## config.mk

```make
export PLATFORM = sky130hd
export DESIGN_NAME = writeback_rf
export DESIGN_NICKNAME = d
export VERILOG_FILES = /design/src/rtl/writeback_rf.sv
export SDC_FILE = /design/constraint.sdc
export NUM_CORES = 1
export LEC_CHECK = 0
export CORE_MARGIN = 3
export CORE_UTILIZATION = 30
export DETAILED_ROUTE_END_ITERATION = 12
export PLACE_DENSITY = 0.6
export SLEW_MARGIN = 20
export SYNTH_ARGS = -nofsm -noshare
export SYNTH_HDL_FRONTEND = slang
export SYNTH_SLANG_ARGS = --single-unit
```

## constraint.sdc

```tcl
create_clock -name clk -period 3.34 [get_ports clk]
set_clock_uncertainty 0.05 [all_clocks]
set_input_delay 0.668 -clock clk [delete_from_list [all_inputs] [get_ports clk]]
set_output_delay 0.668 -clock clk [all_outputs]
set_load 0.01 [all_outputs]
```

## src/rtl/writeback_rf.sv

```systemverilog
// writeback_rf
//   Writeback stage with an integrated register file. Accepts one result per
//   valid/ready transfer, commits it to the register file in a dedicated
//   COMMIT cycle, then pulses done for one cycle. Two combinational read ports.
//
//   Optional feature macro: WB_BYPASS_EN
//     defined   : during COMMIT, read ports addressing the pending dst see the
//                 pending val (when the pending op writes and dst is in range)
//     undefined : read ports return register contents only
//
//   Ports
//     clk        in   sole clock, rising edge
//     rst_n      in   asynchronous active-low reset
//     in_valid   in   execute presents a result
//     in_ready   out  block can accept (state == IDLE)
//     op         in   opcode of presented result
//     dst        in   destination register index
//     val        in   result value
//     rd_addr_a  in   read port A address
//     rd_data_a  out  read port A data (combinational)
//     rd_addr_b  in   read port B address
//     rd_data_b  out  read port B data (combinational)
//     done       out  one-cycle pulse per completed commit
//     err        out  sticky: a write to an out-of-range dst was committed
//     retired    out  count of completed commits, wraps
//
//   state  | meaning
//   -------+-----------------------------------------------
//   IDLE   | ready for a result; in_ready = 1
//   COMMIT | pending result is written on the next edge
module writeback_rf #(
  parameter int         WIDTH  = 8,
  parameter int         NREGS  = 4,
  parameter logic [1:0] OP_LOD = 2'b01,
  parameter logic [1:0] OP_ADD = 2'b11,
  localparam int        AW     = $clog2(NREGS)
) (
  input  logic             clk,
  input  logic             rst_n,
  input  logic             in_valid,
  output logic             in_ready,
  input  logic [1:0]       op,
  input  logic [AW-1:0]    dst,
  input  logic [WIDTH-1:0] val,
  input  logic [AW-1:0]    rd_addr_a,
  output logic [WIDTH-1:0] rd_data_a,
  input  logic [AW-1:0]    rd_addr_b,
  output logic [WIDTH-1:0] rd_data_b,
  output logic             done,
  output logic             err,
  output logic [15:0]      retired
);

  // One extra bit so NREGS itself is representable for range compares.
  localparam logic [AW:0] LP_NREGS = (AW+1)'(NREGS);

  typedef enum logic {
    S_IDLE   = 1'b0,
    S_COMMIT = 1'b1
  } state_t;

  state_t           r_state;
  state_t           w_state_nxt;

  logic [1:0]       r_pend_op;
  logic [AW-1:0]    r_pend_dst;
  logic [WIDTH-1:0] r_pend_val;
  logic [WIDTH-1:0] r_regs [NREGS];
  logic             r_done;
  logic             r_err;
  logic [15:0]      r_retired;

  logic             w_in_ready;
  logic             w_commit;
  logic             w_xfer;
  logic             w_pend_writes;
  logic             w_pend_in_range;
  logic             w_wr_en;
  logic             w_wr_drop;
  logic [WIDTH-1:0] w_rd_a;
  logic [WIDTH-1:0] w_rd_b;

  // ---------------- FSM: state register ----------------
  always_ff @(posedge clk or negedge rst_n) begin
    if (!rst_n) begin
      r_state <= S_IDLE;
    end else begin
      r_state <= w_state_nxt;
    end
  end

  // ---------------- FSM: next state ----------------
  always_comb begin
    w_state_nxt = r_state;
    case (r_state)
      S_IDLE:   if (in_valid) w_state_nxt = S_COMMIT;
      S_COMMIT: w_state_nxt = S_IDLE;
      default:  w_state_nxt = S_IDLE;
    endcase
  end

  // ---------------- FSM: outputs ----------------
  always_comb begin
    w_in_ready = 1'b0;
    w_commit   = 1'b0;
    case (r_state)
      S_IDLE:   w_in_ready = 1'b1;
      S_COMMIT: w_commit   = 1'b1;
      default:  w_in_ready = 1'b0;
    endcase
  end

  assign w_xfer          = in_valid && w_in_ready;
  assign w_pend_writes   = (r_pend_op == OP_LOD) || (r_pend_op == OP_ADD);
  assign w_pend_in_range = ({1'b0, r_pend_dst} < LP_NREGS);
  assign w_wr_en         = w_commit && w_pend_writes && w_pend_in_range;
  assign w_wr_drop       = w_commit && w_pend_writes && !w_pend_in_range;

  // ---------------- pending register ----------------
  always_ff @(posedge clk or negedge rst_n) begin
    if (!rst_n) begin
      r_pend_op  <= '0;
      r_pend_dst <= '0;
      r_pend_val <= '0;
    end else if (w_xfer) begin
      r_pend_op  <= op;
      r_pend_dst <= dst;
      r_pend_val <= val;
    end
  end

  // ---------------- register file ----------------
  always_ff @(posedge clk or negedge rst_n) begin
    if (!rst_n) begin
      for (int i = 0; i < NREGS; i++) r_regs[i] <= '0;
    end else begin
      for (int i = 0; i < NREGS; i++) begin
        if (w_wr_en && (r_pend_dst == AW'(i))) r_regs[i] <= r_pend_val;
      end
    end
  end

  // ---------------- status ----------------
  always_ff @(posedge clk or negedge rst_n) begin
    if (!rst_n) begin
      r_done    <= 1'b0;
      r_err     <= 1'b0;
      r_retired <= '0;
    end else begin
      r_done <= w_commit;
      if (w_wr_drop) r_err <= 1'b1;
      if (w_commit)  r_retired <= r_retired + 16'd1;
    end
  end

  // ---------------- read ports ----------------
  always_comb begin
    w_rd_a = '0;
    if ({1'b0, rd_addr_a} < LP_NREGS) begin
      w_rd_a = r_regs[rd_addr_a];
`ifdef WB_BYPASS_EN
      // w_wr_en already implies COMMIT, a writing op and an in-range dst.
      if (w_wr_en && (r_pend_dst == rd_addr_a)) w_rd_a = r_pend_val;
`endif
    end
  end

  always_comb begin
    w_rd_b = '0;
    if ({1'b0, rd_addr_b} < LP_NREGS) begin
      w_rd_b = r_regs[rd_addr_b];
`ifdef WB_BYPASS_EN
      if (w_wr_en && (r_pend_dst == rd_addr_b)) w_rd_b = r_pend_val;
`endif
    end
  end

  assign in_ready  = w_in_ready;
  assign rd_data_a = w_rd_a;
  assign rd_data_b = w_rd_b;
  assign done      = r_done;
  assign err       = r_err;
  assign retired   = r_retired;

endmodule

```

Word level (Yosys, flattened, before mapping)
Index checks and enable logic that the tools add are counted.
- shifts and indexed selects: 0
- order comparisons: 2
- bitwise gates (word level): 3
- reduce and logical (&&, ||, !) cells: 8
- mux-type cells: 10
- $mul: 0
- equality and inequality tests: 5
- div/mod/pow operators: 0
- $add $sub $neg: 1
- operators with widths (kind ; number):
    8-bit binary-select mux with 2-bit select ; 2
    8-bit 2-to-1 mux ; 4
    16-bit by 1-bit adder with 16-bit output (second input constant) ; 1
    2-bit equality test (second input constant) ; 3
    3-bit greater-or-equal comparator (second input constant) ; 2
    1-bit logical AND ; 6
    2-bit NOT with 3-bit output ; 2
    2-bit by 1-bit equality test with 1-bit output (second input constant) ; 2
    1-bit 2-to-1 mux ; 3
    2-bit zero test ; 1
    1-bit case mux with 2 select lines ; 1
    1-bit logical OR ; 1
    1-bit NOT ; 1
- input bits: 19
- register bits: 62
- output and inout bits: 35
- bits in read-only memories: 0
- latch bits: 0
- word-level logic and storage cells: 39
- RAM bits: 0
- memories: 0

Logic depth before layout (Yosys ltp)
Gate-level depths: netlist (run 1).
- word-level depth: 4
- gate-level depth with buffers: 4
- depth with buffers taken out: 4

Worst setup path before layout (run 1)
No wires, ideal clock.
- kind: input port to output port
- from: in rd_addr_a[0]
- to: out rd_data_a[0]
- data arrival time: 1456 ps
- required time: 2622 ps
- slack: 1166 ps
- buffers on the path: 1
- stages on the path: 2
- path through: buf_2 mux4_2
- word-level cells in the longest chain between the ends: 4
- ends and longest elaborated chain (item ; RTL line ; text):
    start, declared ; 45 ; input logic [AW-1:0] rd_addr_a,
    2-bit NOT with 3-bit output (implied by the code) ; 160 ; w_rd_a = r_regs[rd_addr_a];
    8-bit binary-select mux with 2-bit select ; 160 ;
    8-bit 2-to-1 mux (implied by the code) (2 in series) ; 160 ;
    end, declared ; 46 ; output logic [WIDTH-1:0] rd_data_a,
Every way passes these cells. The select of a mux whose other input is x is not followed.

Worst setup path in the final report (run 1)
- from: in rd_addr_a[0]
- to: out rd_data_a[6]
The elaborated chain is that of the path after synthesis.

==> flow_summary.json, run 1 <==
{
  "drive_gt1_share_pct": 35.5,
  "synthesis.area_mm2": 0.00281,
  "crit_type": "input port to output port",
  "gp_congestion": 0.722,
  "cts.path.max_buffers": 2,
  "cts_made_buffers": 9,
  "worst_setup_path_end_kind": "output port",
  "antenna_cells": 0,
  "final_common_cell": "dfrtp_1",
  "grt_max_degree": 48,
  "std_cell_rows": 34,
  "crit_path_cell_trace": "clkdlybuf4s50_1 > buf_12 > mux4_2 > clkdlybuf4s50_1",
  "syn_inst": 179,
  "status": "finished clean",
  "vdd_ir_drop_max_mv": 0.224,
  "tightest_slew_ns": 0.587,
  "min_period_ns": 3.08,
  "cp_slowest_cell": "mux4_2",
  "timing.setup.tns_ns": 0,
  "p_int_mw": 1.89,
  "synth_top_family_by_area": "multiplexers",
  "drcViolationCount": 0,
  "synth_seq_area_share_pct": 54.3,
  "syn_to_final_growth_pct": 29.8,
  "drt-vias-per-instance": 4.89,
  "cap_viol_max_count": 0,
  "cp_data_arrival_time_ns": 2.36,
  "cts_tree": "built",
  "worst_setup_path_start_kind": "input port",
  "seq_power_share_pct": 45.8,
  "synth_nets": 199,
  "p_switching_mw": 0.757,
  "drt_wl_total_mm": 5.78,
  "synth_xor_area_share_pct": 4.68,
  "yosys.area_share.simple_pct": 8.20,
  "grt_pass1_vias": 1837,
  "antenna_found_initial": 0,
  "powerDensity_mw_per_mm2": 726,
  "drv_slew": 0,
  "synthDistinctLibCells": 25,
  "antenna_left": 0,
  "grt_util_all_layers_pct": 12.1,
  "die_h_um": 103,
  "grt_first_pass_wirelength_mm": 9.60,
  "pwr-share-comb_pct": 33.9,
  "core_mm2": 0.00889,
  "postCtsSetupBuffers": 0,
  "path_max_fanout": 8,
  "synthMuxAreaShare_pct": 30.5,
  "routed-via-count": 1727,
  "yosysWarningCount": 0,
  "p_sw_share_pct": 28.6,
  "post-route-period-util_pct": 92.1,
  "wl_per_cell_um": 16.4,
  "p_leak_nw": 1.53,
  "hold_viol_final": 0,
  "io_pins": 54,
  "first_iter_violations": 71,
  "post-route-util_pct": 41.0,
  "rsz0062_at_grt": "false",
  "synth_compound_area_share_pct": 0,
  "cp_slowest_stage_delay_ns": 0.52,
  "io_buffers": 51,
  "relSlewSlack_pct": 60.9,
  "syn_area_per_cell_um2": 15.7,
  "ctsResizeCount": 0,
  "dp_hpwl_mm": 4.08,
  "cts.sinks": 61,
  "cts_hold_buf": 0,
  "cts.clk_slew.worst_paths_ns": 0.06,
  "clkLatencyLatePin_ns": 0.32,
  "pwr-share-clk_pct": 20.3,
  "yosys.area_share.adder_pct": 0.445,
  "maxClockFrequency_mhz": 325,
  "crit_path_frequent_cell": "clkdlybuf4s50_1",
  "start_util_pct": 31.6,
  "die_w_um": 103,
  "globalRoute.totalOverflow": 0,
  "cp.required_ns": 2.62,
  "fillers": 828,
  "hold_class": "input port to asynchronous set/reset pin",
  "root_buffer": "clkbuf_8",
  "nets": 261,
  "setup_violations": 0,
  "die_area_mm2": 0.0106,
  "cts-htree-levels": 3,
  "layout_common_cells": "dfrtp_1, clkdlybuf4s50_1, mux2_2",
  "first_pass_iters": 4,
  "ys_seq_elements": 61
}
cell type report:
| class | instances | area (um2) | area share (%) |
|---|---|---|---|
| repair buffers | 58 | 586 | 16.1 |
| clock buffers | 13 | 149 | 4.08 |
| clock inverters | 2 | 10.0 | 0.274 |
| well taps | 108 | 135 | 3.70 |
| multi-input cells | 109 | 1230 | 33.8 |
| inverters | 2 | 7.51 | 0.206 |
| flip-flops and latches | 61 | 1530 | 41.9 |
Yosys cell counts:
| cell type | n | area [um2] |
|---|---|---|
| buf_1 | 2 | 7.51 |
| buf_2 | 3 | 15.0 |
| buf_4 | 1 | 7.51 |
| buf_6 | 1 | 11.3 |
| conb_1 | 1 | 3.75 |
| dfrtp_1 | 61 | 1530 |
| ha_1 | 1 | 12.5 |
| inv_1 | 2 | 7.51 |
| mux2_2 | 44 | 495 |
| mux4_2 | 16 | 360 |
| nand2_1 | 5 | 18.8 |
| nand3_1 | 4 | 20.0 |
| nand3_2 | 1 | 10.0 |
| nand4_1 | 5 | 31.3 |
| nand4_2 | 1 | 12.5 |
| nand4_4 | 1 | 21.3 |
| nand4b_2 | 2 | 30.0 |
| nor2_1 | 3 | 11.3 |
| nor2b_1 | 1 | 6.26 |
| nor3_1 | 3 | 15.0 |
| nor3_4 | 1 | 16.3 |
| nor4_1 | 4 | 25.0 |
| nor4_2 | 1 | 12.5 |
| xnor2_1 | 4 | 35.0 |
| xor2_1 | 11 | 96.3 |
final timing paths:
check                      slack (ns)  cells past startpoint      endpoint    startpoint
min in group clk                 0.42                      1   retired[15]   retired[15]
max                              0.26                      4  rd_data_a[6]  rd_addr_a[0]
max in group asynchronous        2.37                      2    r_regs[10]         rst_n
min reg2reg                      0.42                      1   retired[15]   retired[15]
max reg2reg                      1.49                      3    r_regs[29]       r_state
min                              0.28                      1    retired[0]         rst_n
worst max-delay path, delay by kind of cell:
family / cells / cell delay (ns)
multiplexers: 1 / 0.52
buffers and inverters: 3 / 1.17
power groups by stage:
| stage | clock network [mW] | registers, mW | logic [mW] |
|---|---|---|---|
| 3_5_place_dp | 0 | 1.23 | 0.914 |
| 2_1_floorplan | 0 | 1.18 | 0.518 |
| 4_1_cts | 0.554 | 1.22 | 0.918 |
| 5_1_grt | 0.592 | 1.26 | 0.977 |
| 6_report | 0.537 | 1.21 | 0.899 |
| 3_3_place_gp | 0 | 1.21 | 0.899 |
cells by family after synthesis:
group / count (synthesis)
buffers and inverters: 9
AND/OR/NAND/NOR: 32
flip-flops: 61
XOR/XNOR: 15
other: 1
adder cells (fa/ha/maj): 1
multiplexers: 60
routing by layer:
layer,GRT usage (%),wire length [um]
met5,0,0
met4,5.28,85
met3,2.17,163
met2,20.3,3080
met1,15.3,2450
sequential cells by signal, summed over array words and instances, names as in the netlist:
register,count
r_regs,32
r_state,1
r_pend_dst,2
r_pend_val,8
r_pend_op,1
done,1
retired,16
per-stage QoR:
stage / setup slack, ns / cell area, um2 / hold WS (ns) / power (mW) / cells
after detailed placement: 0.248 / 3490 / 0.418 / 2.14 / 338
after CTS: 0.248 / 3640 / 0.427 / 2.69 / 353
final: 0.265 / 3650 / 0.285 / 2.65 / 353
after global routing: 0.205 / 3650 / 0.327 / 2.83 / 353
after floorplan: 1.17 / 2810 / 0.322 / 1.70 / 179
after global placement: 0.259 / 3490 / 0.409 / 2.11 / 338
Power figures use the tool's default switching activity.
==> run 2, diff against run 1 <==
- CAP_MARGIN: default -> 20
- CORE_UTILIZATION: 30 -> 53
- PLACE_DENSITY: 0.6 -> 0.9
==> run 2 against run 1 <==
  * First-iteration DRC count rose by 41%
  * Total power grew 1.9%
  * Die area fell by 41%
  * Sequential share of layout area rose by 0.64 points
  * Routed wire length is 4.6% lower
  * Non-clock buffer count fell by 3
  * Core utilization increased by 32 points
  * Largest power group unchanged
  * Highest routed layer unchanged
==> flow_summary.json, run 2 (same netlist as run 1, synthesis figures left out) <==
{
  "status": "finished clean",
  "antenna_left": 0,
  "first_iter_violations": 100,
  "drt-vias-per-instance": 5.67,
  "p_int_mw": 1.93,
  "nets": 258,
  "grt_pass1_vias": 1819,
  "path_max_fanout": 8,
  "regToRegSetupSlack_ns": 1.53,
  "globalRoute.totalOverflow": 0,
  "grt_util_all_layers_pct": 19.6,
  "p_switching_mw": 0.767,
  "die_h_um": 78.8,
  "worst_setup_path_start_kind": "input port",
  "cts-htree-levels": 3,
  "cts_tree": "built",
  "postCtsSetupBuffers": 0,
  "regArea_mm2": 0.00153,
  "die_area_mm2": 0.00621,
  "pwr-share-comb_pct": 33.3,
  "maxClockFrequency_mhz": 326,
  "cap_viol_max_count": 0,
  "drive_gt1_share_pct": 35.1,
  "largest_register": "r_regs",
  "post-route-period-util_pct": 91.9,
  "setup_violations": 0,
  "hold_class": "input port to asynchronous set/reset pin",
  "drv_slew": 0,
  "hold_viol_final": 0,
  "dp_hpwl_mm": 3.79,
  "first_pass_iters": 4,
  "worstRegToRegCells": 3,
  "antenna_cells": 0,
  "cts.sinks": 61,
  "worst_setup_path_end_kind": "output port",
  "drcViolationCount": 0,
  "grt_first_pass_wirelength_mm": 9.04,
  "fin_ws_ns": 0.271,
  "vdd_ir_drop_max_mv": 0.410,
  "crit_type": "input port to output port",
  "cp_data_arrival_time_ns": 2.35,
  "p_sw_share_pct": 28.4,
  "timing.setup.tns_ns": 0,
  "powerDensity_mw_per_mm2": 751,
  "cts_hold_buf": 0,
  "core_mm2": 0.00491,
  "clkLatencyLatePin_ns": 0.33,
  "die_w_um": 78.8,
  "fillers": 342,
  "layout_common_cells": "dfrtp_1, clkdlybuf4s50_1, mux2_2",
  "gp_congestion": 0.799,
  "ctsResizeCount": 0,
  "cts.clk_slew.worst_paths_ns": 0.06,
  "pre_cts_ws_ns": 0.259,
  "start_util_pct": 57.2,
  "cp.required_ns": 2.62,
  "routed-via-count": 1751,
  "min_period_ns": 3.07,
  "relSlewSlack_pct": 59.0,
  "std_cell_rows": 25,
  "root_buffer": "clkbuf_8",
  "multiInputGateArea_mm2": 0.00123,
  "p_leak_nw": 1.52,
  "rsz0062_at_grt": "false",
  "cts.path.max_buffers": 2,
  "drt_wl_total_mm": 5.52,
  "cts_made_buffers": 9,
  "grt_max_degree": 50,
  "pwr-share-clk_pct": 21.5,
  "wl_per_cell_um": 17.8,
  "syn_to_final_growth_pct": 27.9,
  "reg2reg_to": "r_regs[25]",
  "seq_power_share_pct": 45.1,
  "largest_register_ffs": 32,
  "final_common_cell": "dfrtp_1",
  "io_pins": 54,
  "tightest_slew_ns": 0.615,
  "r2r-start": "r_state",
  "antenna_found_initial": 0,
  "io_buffers": 51
}
run 2: cell types whose count changed in the layout (fill, tap and decap cells not counted), sizes merged:
cell    delta
clkinv     -1
buf        -3
clkbuf     +1
run 2: how the worst max path moves through the flow:
stage,startpoint,to
after floorplan,rd_addr_a[0],rd_data_a[0]
after global placement,rd_addr_a[0],rd_data_a[3]
after detailed placement,rd_addr_a[0],rd_data_a[7]
after CTS,rd_addr_a[0],rd_data_a[7]
after global routing,rd_addr_b[0],rd_data_b[7]
final,rd_addr_a[0],rd_data_a[3]
run 2: power by group through the flow:
stage / clock [mW] / sequential (mW) / combinational (mW)
after global routing: 0.627 / 1.26 / 0.971
after CTS: 0.596 / 1.22 / 0.914
after floorplan: 0 / 1.18 / 0.518
after detailed placement: 0 / 1.23 / 0.908
final: 0.581 / 1.22 / 0.900
after global placement: 0 / 1.20 / 0.877
run 2: routing by layer:
metal | global-route usage [%] | vias up | routed length (um)
met5 | 0 | - | 0
met4 | 11.0 | 0 | 136
met1 | 24.2 | 906 | 2270
met3 | 3.29 | 11 | 226
li1 | - | 787 | -
met2 | 32.9 | 47 | 2880
run 2: per-stage QoR:
stage	area [um2]	instances	util, %	total power [mW]	hold WS, ns
6_report	3590	309	73.1	2.70	0.305
5_1_grt	3590	309	73.1	2.85	0.341
3_5_place_dp	3410	294	69.5	2.14	0.412
2_1_floorplan	2810	179	-	1.70	0.322
4_1_cts	3590	309	73.1	2.73	0.421
3_3_place_gp	3410	294	69.5	2.08	0.412
run 2: layout make-up:
cell class,instances,share of cell area [%]
Timing Repair Buffer,55,15.7
Sequential cell,61,42.5
Clock inverter,1,0.139
Multi-Input combinational cell,109,34.3
Inverter,2,0.209
Clock buffer,14,4.81
Tap cell,67,2.33
run 2: worst max-delay path: stages:
cell and delay, ns:
clkdlybuf4s50_1 0.51, buf_12 0.15, mux4_2 0.52, clkdlybuf4s50_1 0.50
